==> src/rtl/nibble_sort_ctrl_if.sv <==
// Valid/ready load and drain streams of the nibble sorter.
// The producer/consumer side is master, the sorter is slave.
interface nibble_sort_ctrl_if #(
    parameter int WIDTH = 4
);
    logic             in_valid;
    logic             in_ready;
    logic [WIDTH-1:0] in_data;
    logic             desc;
    logic             out_valid;
    logic             out_ready;
    logic [WIDTH-1:0] out_data;

    modport master (
        output in_valid,
        output in_data,
        output desc,
        input  in_ready,
        input  out_valid,
        input  out_data,
        output out_ready
    );

    modport slave (
        input  in_valid,
        input  in_data,
        input  desc,
        output in_ready,
        output out_valid,
        output out_data,
        input  out_ready
    );
endinterface

==> src/rtl/nibble_sort_ctrl.sv <==
// Burst nibble sorter: load, in-place bubble sort on one shared
// comparator with early exit, then drain in index order.
module nibble_sort_ctrl #(
    parameter int DEPTH = 8,
    parameter int WIDTH = 4
) (
    input  logic                clk,
    input  logic                rst_n,
    nibble_sort_ctrl_if.slave   bus,
    output logic                busy,
    output logic                sort_done,
    output logic [7:0]          swap_cnt
);
    localparam int IW = (DEPTH > 1) ? $clog2(DEPTH) : 1;
    localparam logic [IW-1:0] LAST_IDX = IW'(DEPTH - 1);
    localparam logic [IW-1:0] LAST_CMP = IW'(DEPTH - 2);

    typedef enum logic [1:0] {
        S_LOAD,
        S_SORT,
        S_DRAIN
    } state_t;

    state_t            state;
    logic [IW-1:0]     wr_idx;
    logic [IW-1:0]     rd_idx;
    logic [IW-1:0]     idx;
    logic [IW-1:0]     pass;
    logic              swapped;
    logic              order_q;
    logic              in_ready_q;
    logic              out_valid_q;
    logic              busy_q;
    logic [WIDTH-1:0]  mem [DEPTH];

    logic [IW-1:0]     nxt;
    logic [WIDTH-1:0]  cmp_a;
    logic [WIDTH-1:0]  cmp_b;
    logic              a_gt_b;
    logic              a_lt_b;
    logic              swap_now;
    logic              pass_end;
    logic              exit_now;
    logic              in_fire;
    logic              out_fire;

    // Shared comparator and pass-termination decision.
    always_comb begin
        nxt      = idx + IW'(1);
        cmp_a    = mem[idx];
        cmp_b    = mem[nxt];
        a_gt_b   = cmp_a > cmp_b;
        a_lt_b   = cmp_a < cmp_b;
        swap_now = order_q ? a_lt_b : a_gt_b;
        pass_end = (idx == LAST_CMP);
        exit_now = (state == S_SORT) && pass_end &&
                   (!(swapped || swap_now) || (pass == LAST_CMP));
        in_fire  = bus.in_valid && in_ready_q;
        out_fire = out_valid_q && bus.out_ready;
    end

    assign bus.in_ready  = in_ready_q;
    assign bus.out_valid = out_valid_q;
    assign bus.out_data  = out_valid_q ? mem[rd_idx] : '0;
    assign busy          = busy_q;
    assign sort_done     = exit_now;

    // Sequencer: load, compare-and-swap one pair per cycle, drain.
    always_ff @(posedge clk) begin
        if (!rst_n) begin
            state       <= S_LOAD;
            wr_idx      <= '0;
            rd_idx      <= '0;
            idx         <= '0;
            pass        <= '0;
            swapped     <= 1'b0;
            order_q     <= 1'b0;
            in_ready_q  <= 1'b0;
            out_valid_q <= 1'b0;
            busy_q      <= 1'b0;
            swap_cnt    <= '0;
        end else begin
            unique case (state)
                S_LOAD: begin
                    in_ready_q <= 1'b1;
                    if (in_fire) begin
                        mem[wr_idx] <= bus.in_data;
                        if (wr_idx == '0) begin
                            order_q  <= bus.desc;
                            swap_cnt <= '0;
                        end
                        if (wr_idx == LAST_IDX) begin
                            state      <= S_SORT;
                            wr_idx     <= '0;
                            idx        <= '0;
                            pass       <= '0;
                            swapped    <= 1'b0;
                            in_ready_q <= 1'b0;
                            busy_q     <= 1'b1;
                        end else begin
                            wr_idx <= wr_idx + IW'(1);
                        end
                    end
                end
                S_SORT: begin
                    if (swap_now) begin
                        mem[idx] <= cmp_b;
                        mem[nxt] <= cmp_a;
                        if (swap_cnt != 8'hFF) begin
                            swap_cnt <= swap_cnt + 8'd1;
                        end
                    end
                    if (exit_now) begin
                        state       <= S_DRAIN;
                        idx         <= '0;
                        pass        <= '0;
                        swapped     <= 1'b0;
                        rd_idx      <= '0;
                        out_valid_q <= 1'b1;
                    end else if (pass_end) begin
                        idx     <= '0;
                        pass    <= pass + IW'(1);
                        swapped <= 1'b0;
                    end else begin
                        idx     <= nxt;
                        swapped <= swapped || swap_now;
                    end
                end
                S_DRAIN: begin
                    if (out_fire) begin
                        if (rd_idx == LAST_IDX) begin
                            state       <= S_LOAD;
                            rd_idx      <= '0;
                            out_valid_q <= 1'b0;
                            busy_q      <= 1'b0;
                            in_ready_q  <= 1'b1;
                        end else begin
                            rd_idx <= rd_idx + IW'(1);
                        end
                    end
                end
                default: begin
                    state <= S_LOAD;
                end
            endcase
        end
    end
endmodule

==> src/flat_wrapper.sv <==
// flat-port wrapper written by rule: the top's interface ports become plain ports
module nibble_sort_ctrl_flat 
#(
    parameter int DEPTH = 8,
    parameter int WIDTH = 4
)
  (clk, rst_n, busy, sort_done, swap_cnt, bus_in_valid, bus_in_data, bus_desc, bus_in_ready, bus_out_valid, bus_out_data, bus_out_ready);
  nibble_sort_ctrl_if #(.WIDTH(WIDTH)) bus_i ();
  input  logic clk;
  input  logic rst_n;
  output logic busy;
  output logic sort_done;
  output logic [7:0] swap_cnt;
  input wire logic [$bits(bus_i.in_valid)-1:0] bus_in_valid;
  input wire logic [$bits(bus_i.in_data)-1:0] bus_in_data;
  input wire logic [$bits(bus_i.desc)-1:0] bus_desc;
  output wire logic [$bits(bus_i.in_ready)-1:0] bus_in_ready;
  output wire logic [$bits(bus_i.out_valid)-1:0] bus_out_valid;
  output wire logic [$bits(bus_i.out_data)-1:0] bus_out_data;
  input wire logic [$bits(bus_i.out_ready)-1:0] bus_out_ready;
  assign bus_i.in_valid = bus_in_valid;
  assign bus_i.in_data = bus_in_data;
  assign bus_i.desc = bus_desc;
  assign bus_in_ready = bus_i.in_ready;
  assign bus_out_valid = bus_i.out_valid;
  assign bus_out_data = bus_i.out_data;
  assign bus_i.out_ready = bus_out_ready;
  nibble_sort_ctrl #(.DEPTH(DEPTH), .WIDTH(WIDTH)) u_core (.clk(clk), .rst_n(rst_n), .bus(bus_i), .busy(busy), .sort_done(sort_done), .swap_cnt(swap_cnt));
endmodule
==> config.mk <==
export PLATFORM = sky130hd
export DESIGN_NAME = nibble_sort_ctrl_flat
export DESIGN_NICKNAME = d
export VERILOG_FILES = /design/src/rtl/nibble_sort_ctrl_if.sv /design/src/rtl/nibble_sort_ctrl.sv /design/src/flat_wrapper.sv
export SDC_FILE = /design/constraint.sdc
export NUM_CORES = 1
export LEC_CHECK = 0
export CORE_UTILIZATION = 45
export CTS_CLUSTER_SIZE = 10
export DETAILED_ROUTE_END_ITERATION = 12
export GPL_ROUTABILITY_DRIVEN = 0
export HOLD_SLACK_MARGIN = 0.12
export PLACE_DENSITY_LB_ADDON = 0.1
export SETUP_SLACK_MARGIN = 0.05
export SLEW_MARGIN = 20
export SYNTH_ARGS = -nofsm -noshare
export SYNTH_HDL_FRONTEND = slang
export SYNTH_SLANG_ARGS = --single-unit
export TNS_END_PERCENT = 30
==> constraint.sdc <==
create_clock -name clk -period 6.8 [get_ports clk]
set_input_delay 1.36 -clock clk [delete_from_list [all_inputs] [get_ports clk]]
set_output_delay 1.36 -clock clk [all_outputs]
set_load 0.03 [all_outputs]
# ---- Word level (Yosys, flattened, before mapping)
# Memories as Yosys holds them, arrays and structs flattened. A register that Yosys moved wholly into a read port is not among the register bits.
# Cells that the tools add are included.
dict set report totals {
  register_bits 27
  ram_bits 32
  out_inout_bits 16
  word_cells 116
  memories 1
}
dict set report classes {
  add_sub_neg 5
  order_cmp 2
  eq_ne 16
  n_mux 58
  reduce_logical 23
}
# name depth width rd rd_ports_with_merged_regs write_ports line
set mem_list {}
lappend mem_list {u_core.mem 8 4 3 2 2 nibble_sort_ctrl.sv:34} ;# logic [WIDTH-1:0] mem [DEPTH];
# operator n
set ops {}
lappend ops {{$mux W3} 15}
lappend ops {{$mux W8} 4}
lappend ops {{$mux W1} 23}
lappend ops {{$pmux W3 S2} 3}
lappend ops {{$pmux W8 S2} 1}
lappend ops {{$reduce_and A5 Y1} 3}
lappend ops {{$add A3 B1 Y3 const B} 4}
lappend ops {{$eq A3 B3 Y1 const B} 4}
lappend ops {{$ne A2 B1 Y1 const B} 6}
lappend ops {{$reduce_and A3 Y1} 4}
lappend ops {{$mux W2} 5}
lappend ops {{$add A8 B1 Y8 const B} 1}
lappend ops {{$mux W4} 2}
lappend ops {{$ne A8 B8 Y1 const B} 1}
lappend ops {{$pmux W1 S2} 4}
lappend ops {{$reduce_and A4 Y1} 2}
lappend ops {{$pmux W2 S3} 1}
lappend ops {{$reduce_bool A2 Y1} 3}
lappend ops {{$gt A4 B4 Y1} 1}
lappend ops {{$logic_and A1 B1 Y1} 4}
lappend ops {{$lt A4 B4 Y1} 1}
lappend ops {{$ne A2 B2 Y1 const B} 2}
lappend ops {{$reduce_or A4 Y1} 1}
lappend ops {{$logic_not A3 Y1} 1}
lappend ops {{7 further kinds} 8}

# ---- Depth between registers and ports, before layout
# An unclocked memory read counts as a cell.
dict set report logic_depth {
  ltp_word 12
  depth_mapped 16
}

# ---- Worst setup path before layout
# OpenSTA, ideal clock, no wires.
dict set report synth_timing {
  path_kind {register -> output}
  from {register (tool-made name)}
  to {output sort_done}
  t_arrival_ps 3380
  slack_ps 2060
  path_stages_with_launch 11
  path_buffers 1
  path_cell_list {dfxtp_1 > clkbuf_1 > mux4_2 > mux2i_1 > inv_1 > ha_1 > nor2b_4 > o211a_4 > or3_1 > a31oi_1 > inv_1}
}
# element line
set synth_rtl {}
lappend synth_rtl {{end: declaration} flat_wrapper.sv:12} ;# output logic sort_done;

# ---- Worst setup path after layout
dict set report layout_timing {
  from {register u_core.idx[0]}
  to {output sort_done}
}
dict set report layout_via {
  elab_chain_len 8
  word_cells_on_any_way 11
  cone_classes {1 x add/sub; 2 x order compare; 1 x eq/ne; 1 x mux; 5 x reduce/logical; 1 x memory}
}
# element line
set layout_lines {}
lappend layout_lines {{start: declaration} nibble_sort_ctrl.sv:27} ;# logic [IW-1:0] idx;
lappend layout_lines {{start signal: assignment} nibble_sort_ctrl.sv:125} ;# idx <= nxt;
lappend layout_lines {{$add A3 B1 Y3} nibble_sort_ctrl.sv:49} ;# nxt = idx + IW'(1);
lappend layout_lines {{$mem_v2 Z8 W4} n/a}
lappend layout_lines {{$gt A4 B4 Y1 or $lt A4 B4 Y1 (tied branches)} {nibble_sort_ctrl.sv:52, nibble_sort_ctrl.sv:53}}
lappend layout_lines {{$mux W1} nibble_sort_ctrl.sv:54} ;# swap_now = order_q ? a_lt_b : a_gt_b;
lappend layout_lines {{$logic_or A1 B1 Y1} nibble_sort_ctrl.sv:57} ;# (!(swapped || swap_now) || (pass == LAST_CMP));
lappend layout_lines {{$logic_not A1 Y1} nibble_sort_ctrl.sv:57}
lappend layout_lines {{$logic_or A1 B1 Y1} nibble_sort_ctrl.sv:57}
lappend layout_lines {{$logic_and A1 B1 Y1 (*)} nibble_sort_ctrl.sv:56} ;# exit_now = (state == S_SORT) && pass_end &&
# Mark *: on every way between the ends. The rest lies on a longest branch, timed or not.

==> metrics.txt <==
# TYPE chip_impl_metric gauge
chip_impl_metric{name="number_of_synthesized_flops_with_an_enable_pin",unit=""} 32
chip_impl_metric{name="drt_pass1_iterations",unit=""} 5
chip_impl_metric{name="syn_inst",unit=""} 362
chip_impl_info{name="topRoutingLayerUsed",value="met4"} 1
chip_impl_metric{name="drt.antenna.violating_nets",unit=""} 0
chip_impl_info{name="top_post_synthesis_cells_by_area",value="sky130_fd_sc_hd__edfxtp_1 (24%), sky130_fd_sc_hd__dfxtp_1 (16%), sky130_fd_sc_hd__mux4_2 (13%), sky130_fd_sc_hd__mux2i_1 (12%), sky130_fd_sc_hd__ha_1 (4.3%)"} 1
chip_impl_info{name="result_of_the_run",value="finished, final reports clean"} 1
chip_impl_metric{name="grt_first_pass_wirelength",unit="µm"} 16100
chip_impl_metric{name="tightestPinTransition",unit="ns"} 0.830
chip_impl_metric{name="switching_share",unit="%"} 22.5
chip_impl_info{name="post-synth-top-area-cell",value="sky130_fd_sc_hd__edfxtp_1"} 1
chip_impl_metric{name="number_of_hold_buffers_added_after_cts",unit=""} 0
chip_impl_metric{name="period_share",unit="%"} 90.8
chip_impl_metric{name="drt_iter0_markers",unit=""} 286
chip_impl_info{name="timing.critical_path.slowest_stage_cell",value="sky130_fd_sc_hd__ha_1"} 1
chip_impl_metric{name="first_global_vias",unit=""} 2949
chip_impl_metric{name="clock_skew",unit="ns"} 0.0141
chip_impl_metric{name="max-cap-violations",unit=""} 0
chip_impl_metric{name="worst-r2r-setup-slack",unit="ns"} 1.73
chip_impl_metric{name="synth_top_cell_area_share",unit="%"} 23.6
chip_impl_metric{name="mappedNetlistArea",unit="µm²"} 4070
chip_impl_metric{name="fin_setup_tns",unit="ns"} 0
chip_impl_metric{name="starting_density_of_the_core",unit="%"} 46.7
chip_impl_metric{name="arrival",unit="ns"} 4.81
chip_impl_info{name="timing.critical_path.to_type",value="output port"} 1
chip_impl_metric{name="met2_wire_len",unit="µm"} 4630
chip_impl_metric{name="mappedNetlistNets",unit=""} 385
chip_impl_info{name="crit_chain",value="inv_1 > ha_1 > mux4_2 > mux2i_1 > ha_1 > a21o_1 > or3_1 > a31oi_1 > inv_1 > clkdlybuf4s50_1"} 1
chip_impl_metric{name="worst-r2r-cell-count",unit=""} 10
chip_impl_info{name="startpoint_class_of_the_critical_path",value="register"} 1
chip_impl_metric{name="placement_rows",unit=""} 34
chip_impl_info{name="worst_r2r_startpoint",value="u_core.idx[0]$_SDFFE_PN0P_"} 1
chip_impl_info{name="dominant_cell_by_count_in_the_synthesized_netlist",value="sky130_fd_sc_hd__mux2i_1"} 1
chip_impl_metric{name="antenna_found_initial",unit=""} 0
chip_impl_metric{name="fmax",unit="MHz"} 162
chip_impl_metric{name="fin_worst_hold_slack",unit="ns"} 0.472
chip_impl_metric{name="layout.cell_area.non_filler",unit="µm²"} 4550
chip_impl_metric{name="cts.reportedPaths.clkPinSlew",unit="ns"} 0.08
chip_impl_metric{name="synth_seq_cells",unit=""} 65
chip_impl_info{name="worst_setup_path_startpoint",value="u_core.idx[0]$_SDFFE_PN0P_"} 1
chip_impl_metric{name="num_io_pins",unit=""} 25
chip_impl_metric{name="dp_hpwl",unit="µm"} 7550
chip_impl_info{name="post_synth_most_frequent_cells",value="sky130_fd_sc_hd__mux2i_1 (47), sky130_fd_sc_hd__dfxtp_1 (33), sky130_fd_sc_hd__edfxtp_1 (32)"} 1
chip_impl_info{name="rr_endpoint",value="u_core.mem[6][1]$_DFFE_PP_"} 1
chip_impl_info{name="tritoncts_clock_tree",value="built"} 1
chip_impl_metric{name="routed_via_density",unit=""} 6.22
chip_impl_metric{name="worst-path-max-fanout",unit=""} 12
chip_impl_metric{name="critPathRequiredTime",unit="ns"} 5.44
chip_impl_metric{name="mean_cell_area_of_the_mapped_netlist",unit="µm²"} 11.2
chip_impl_metric{name="timing_hold_violations_final",unit=""} 0
chip_impl_metric{name="whs_path_depth",unit=""} 2
chip_impl_metric{name="synth.lib_cells_used.distinct",unit=""} 50
chip_impl_metric{name="wl_met1",unit="µm"} 4560
chip_impl_metric{name="report.power.total",unit="W"} 0.000767
chip_impl_metric{name="proportion_of_power_drawn_by_flip_flops_and_latches",unit="%"} 54.2
chip_impl_metric{name="cts_post_setup_buffers_inserted",unit=""} 0
chip_impl_metric{name="core_region_area",unit="µm²"} 8720
chip_impl_metric{name="synth-async-reset-ratio",unit="%"} 0
chip_impl_metric{name="internal_power",unit="W"} 0.000594
chip_impl_metric{name="min_period",unit="ns"} 6.17
chip_impl_metric{name="layout.nets",unit=""} 402
chip_impl_metric{name="grt_use_total",unit="%"} 22.3
chip_impl_info{name="worst_hold_path.endpoint",value="u_core.busy$_SDFFE_PN0P_"} 1
chip_impl_metric{name="power.share.clock",unit="%"} 39.8
chip_impl_metric{name="drt_drc_violations_left",unit=""} 0
chip_impl_metric{name="p_per_area",unit="nW/µm²"} 168
chip_impl_metric{name="p_leak",unit="nW"} 1.73
chip_impl_metric{name="cpPeakStageDelay",unit="ns"} 0.66
chip_impl_metric{name="cts_max_level",unit=""} 3
chip_impl_metric{name="combPwrFrac",unit="%"} 6.1
chip_impl_metric{name="grt.overflow.total",unit=""} 0
chip_impl_metric{name="avgRoutedWirePerCell",unit="µm"} 20.4
chip_impl_metric{name="pin_count_of_the_biggest_net_entering_global_routing",unit=""} 34
chip_impl_metric{name="die_w",unit="µm"} 97.1
chip_impl_metric{name="max_slew_margin",unit="%"} 44.0
chip_impl_metric{name="dpl.cell_count",unit=""} 476
chip_impl_metric{name="synth-seq-area-share",unit="%"} 39.9
chip_impl_info{name="path_class",value="reg2out"} 1
chip_impl_metric{name="fin_cells",unit=""} 491
chip_impl_metric{name="met3RoutedLength",unit="µm"} 571
chip_impl_info{name="hp-start",value="u_core.busy$_SDFFE_PN0P_"} 1
chip_impl_metric{name="setup_violations",unit=""} 0
chip_impl_metric{name="count_of_yosys_warnings_during_synthesis",unit=""} 0
chip_impl_info{name="ctsRootBufferMaster",value="sky130_fd_sc_hd__clkbuf_8"} 1
chip_impl_metric{name="layout_cell_share_with_drive_strength_beyond_1",unit="%"} 14.9
chip_impl_metric{name="die_area",unit="µm²"} 9430
chip_impl_info{name="synth_ff_type",value="sky130_fd_sc_hd__dfxtp_1"} 1
chip_impl_metric{name="ctsResizeCount",unit=""} 0
chip_impl_metric{name="area_delta_synth_final",unit="%"} 11.9
chip_impl_metric{name="port-buffer-count",unit=""} 24
chip_impl_metric{name="cts-buffers-inserted",unit=""} 9
chip_impl_metric{name="clock_sinks",unit=""} 65
chip_impl_metric{name="worstSkewPairLatency",unit="ns"} 0.34
chip_impl_metric{name="cts_max_path_buffers",unit=""} 2
chip_impl_metric{name="postRouteWirelength",unit="µm"} 10000
chip_impl_metric{name="die-height",unit="µm"} 97.1
chip_impl_metric{name="insertedDiodeCount",unit=""} 0
chip_impl_info{name="grt_setup_unrepaired",value="false"} 1
chip_impl_metric{name="routed-via-count",unit=""} 3054
chip_impl_metric{name="switchingPower",unit="W"} 0.000173
chip_impl_metric{name="dpl_cell_area",unit="µm²"} 4370
chip_impl_info{name="min-delay-path-class",value="reg2reg"} 1
chip_impl_metric{name="slew_viol_final",unit=""} 0
chip_impl_metric{name="irDropWorstVdd",unit="mV"} 0.0856
[critical path: cells and delay by family (launching register included)]
kind            cells  cell delay [ns]
buf+inv             3             1.12
simple gates        1             0.38
flops               1             0.63
fa+ha+maj           2             0.97
compound gates      2             0.78
mux                 2             0.59
[routing by layer]
metal	track usage, %	vias to the layer above
met1	30.5	1502
met5	0	-
met2	34.9	107
met4	8.27	0
met3	4.46	21
li1	-	1424
[state kept, by name, indices dropped and copies added, names as in the netlist, named ones only]
| register | cells |
|---|---|
| u_core.state | 2 |
| u_core.rd_idx | 3 |
| u_core.swapped | 1 |
| u_core.order_q | 1 |
| u_core.idx | 3 |
| u_core.wr_idx | 3 |
| u_core.mem | 32 |
| u_core.swap_cnt | 8 |
| u_core.bus.in_ready | 1 |
| u_core.bus.out_valid | 1 |
| u_core.pass | 3 |
| u_core.busy | 1 |
[per-stage QoR]
| stage | util [%] | setup WS, ns |
|---|---|---|
| 3_3_place_gp | 50.1 | 1.19 |
| 3_5_place_dp | 50.1 | 1.01 |
| 4_1_cts | 52.2 | 0.652 |
| 6_report | 52.2 | 0.626 |
| 5_1_grt | 52.2 | 0.334 |
| 2_1_floorplan | - | 2.06 |
[placed cells by master (no fill, tap or decap), drive strengths merged, types with 3 or more instances in the layout]
cell,instances
inv,10
edfxtp,32
ha,14
nand3,11
dfxtp,33
clkdlybuf4s50,24
buf,7
nand2,31
a21boi,10
o211a,5
or4,6
nor2,13
a31oi,3
nor3,10
clkbuf,13
and2,4
mux4,24
nor2b,13
o31ai,7
mux2i,47
or3,6
nand4,3
o21a,4
o21ai,18
o2111ai,3
a21oi,9
[worst max path at each step]
stage,to,slack (ns),cells after the start
3_3_place_gp,sort_done,1.19,10
3_5_place_dp,sort_done,1.01,10
6_report,sort_done,0.63,10
4_1_cts,sort_done,0.65,10
5_1_grt,sort_done,0.33,10
2_1_floorplan,sort_done,2.06,10
[logic make-up after synthesis]
kind of cell | Yosys count | share of synthesized area (%)
simple gates | 104 | 14.1
buf+inv | 34 | 4.03
fa+ha+maj | 14 | 4.31
mux | 73 | 25.4
xor+xnor | 2 | 0.431
flops | 65 | 39.9
compound gates | 70 | 11.9
[area by class of cell]
class,instances,area [µm²]
fill,775,4170
clock buffer,13,170
inverter,9,33.8
sequential,65,1620
multi-input combinational,263,2290
timing repair buffer,31,293
clock inverter,2,11.3
tap,108,135
[power groups by stage]
stage               clock network (W)  registers (W)   logic, W
floorplan                           0       0.000423  0.0000292
global placement                    0       0.000424  0.0000453
detailed placement                  0       0.000424  0.0000462
CTS                          0.000311       0.000415  0.0000464
global route                 0.000327       0.000415  0.0000511
finish                       0.000305       0.000415  0.0000465
Note: power is estimated with default switching activity, not from simulation.
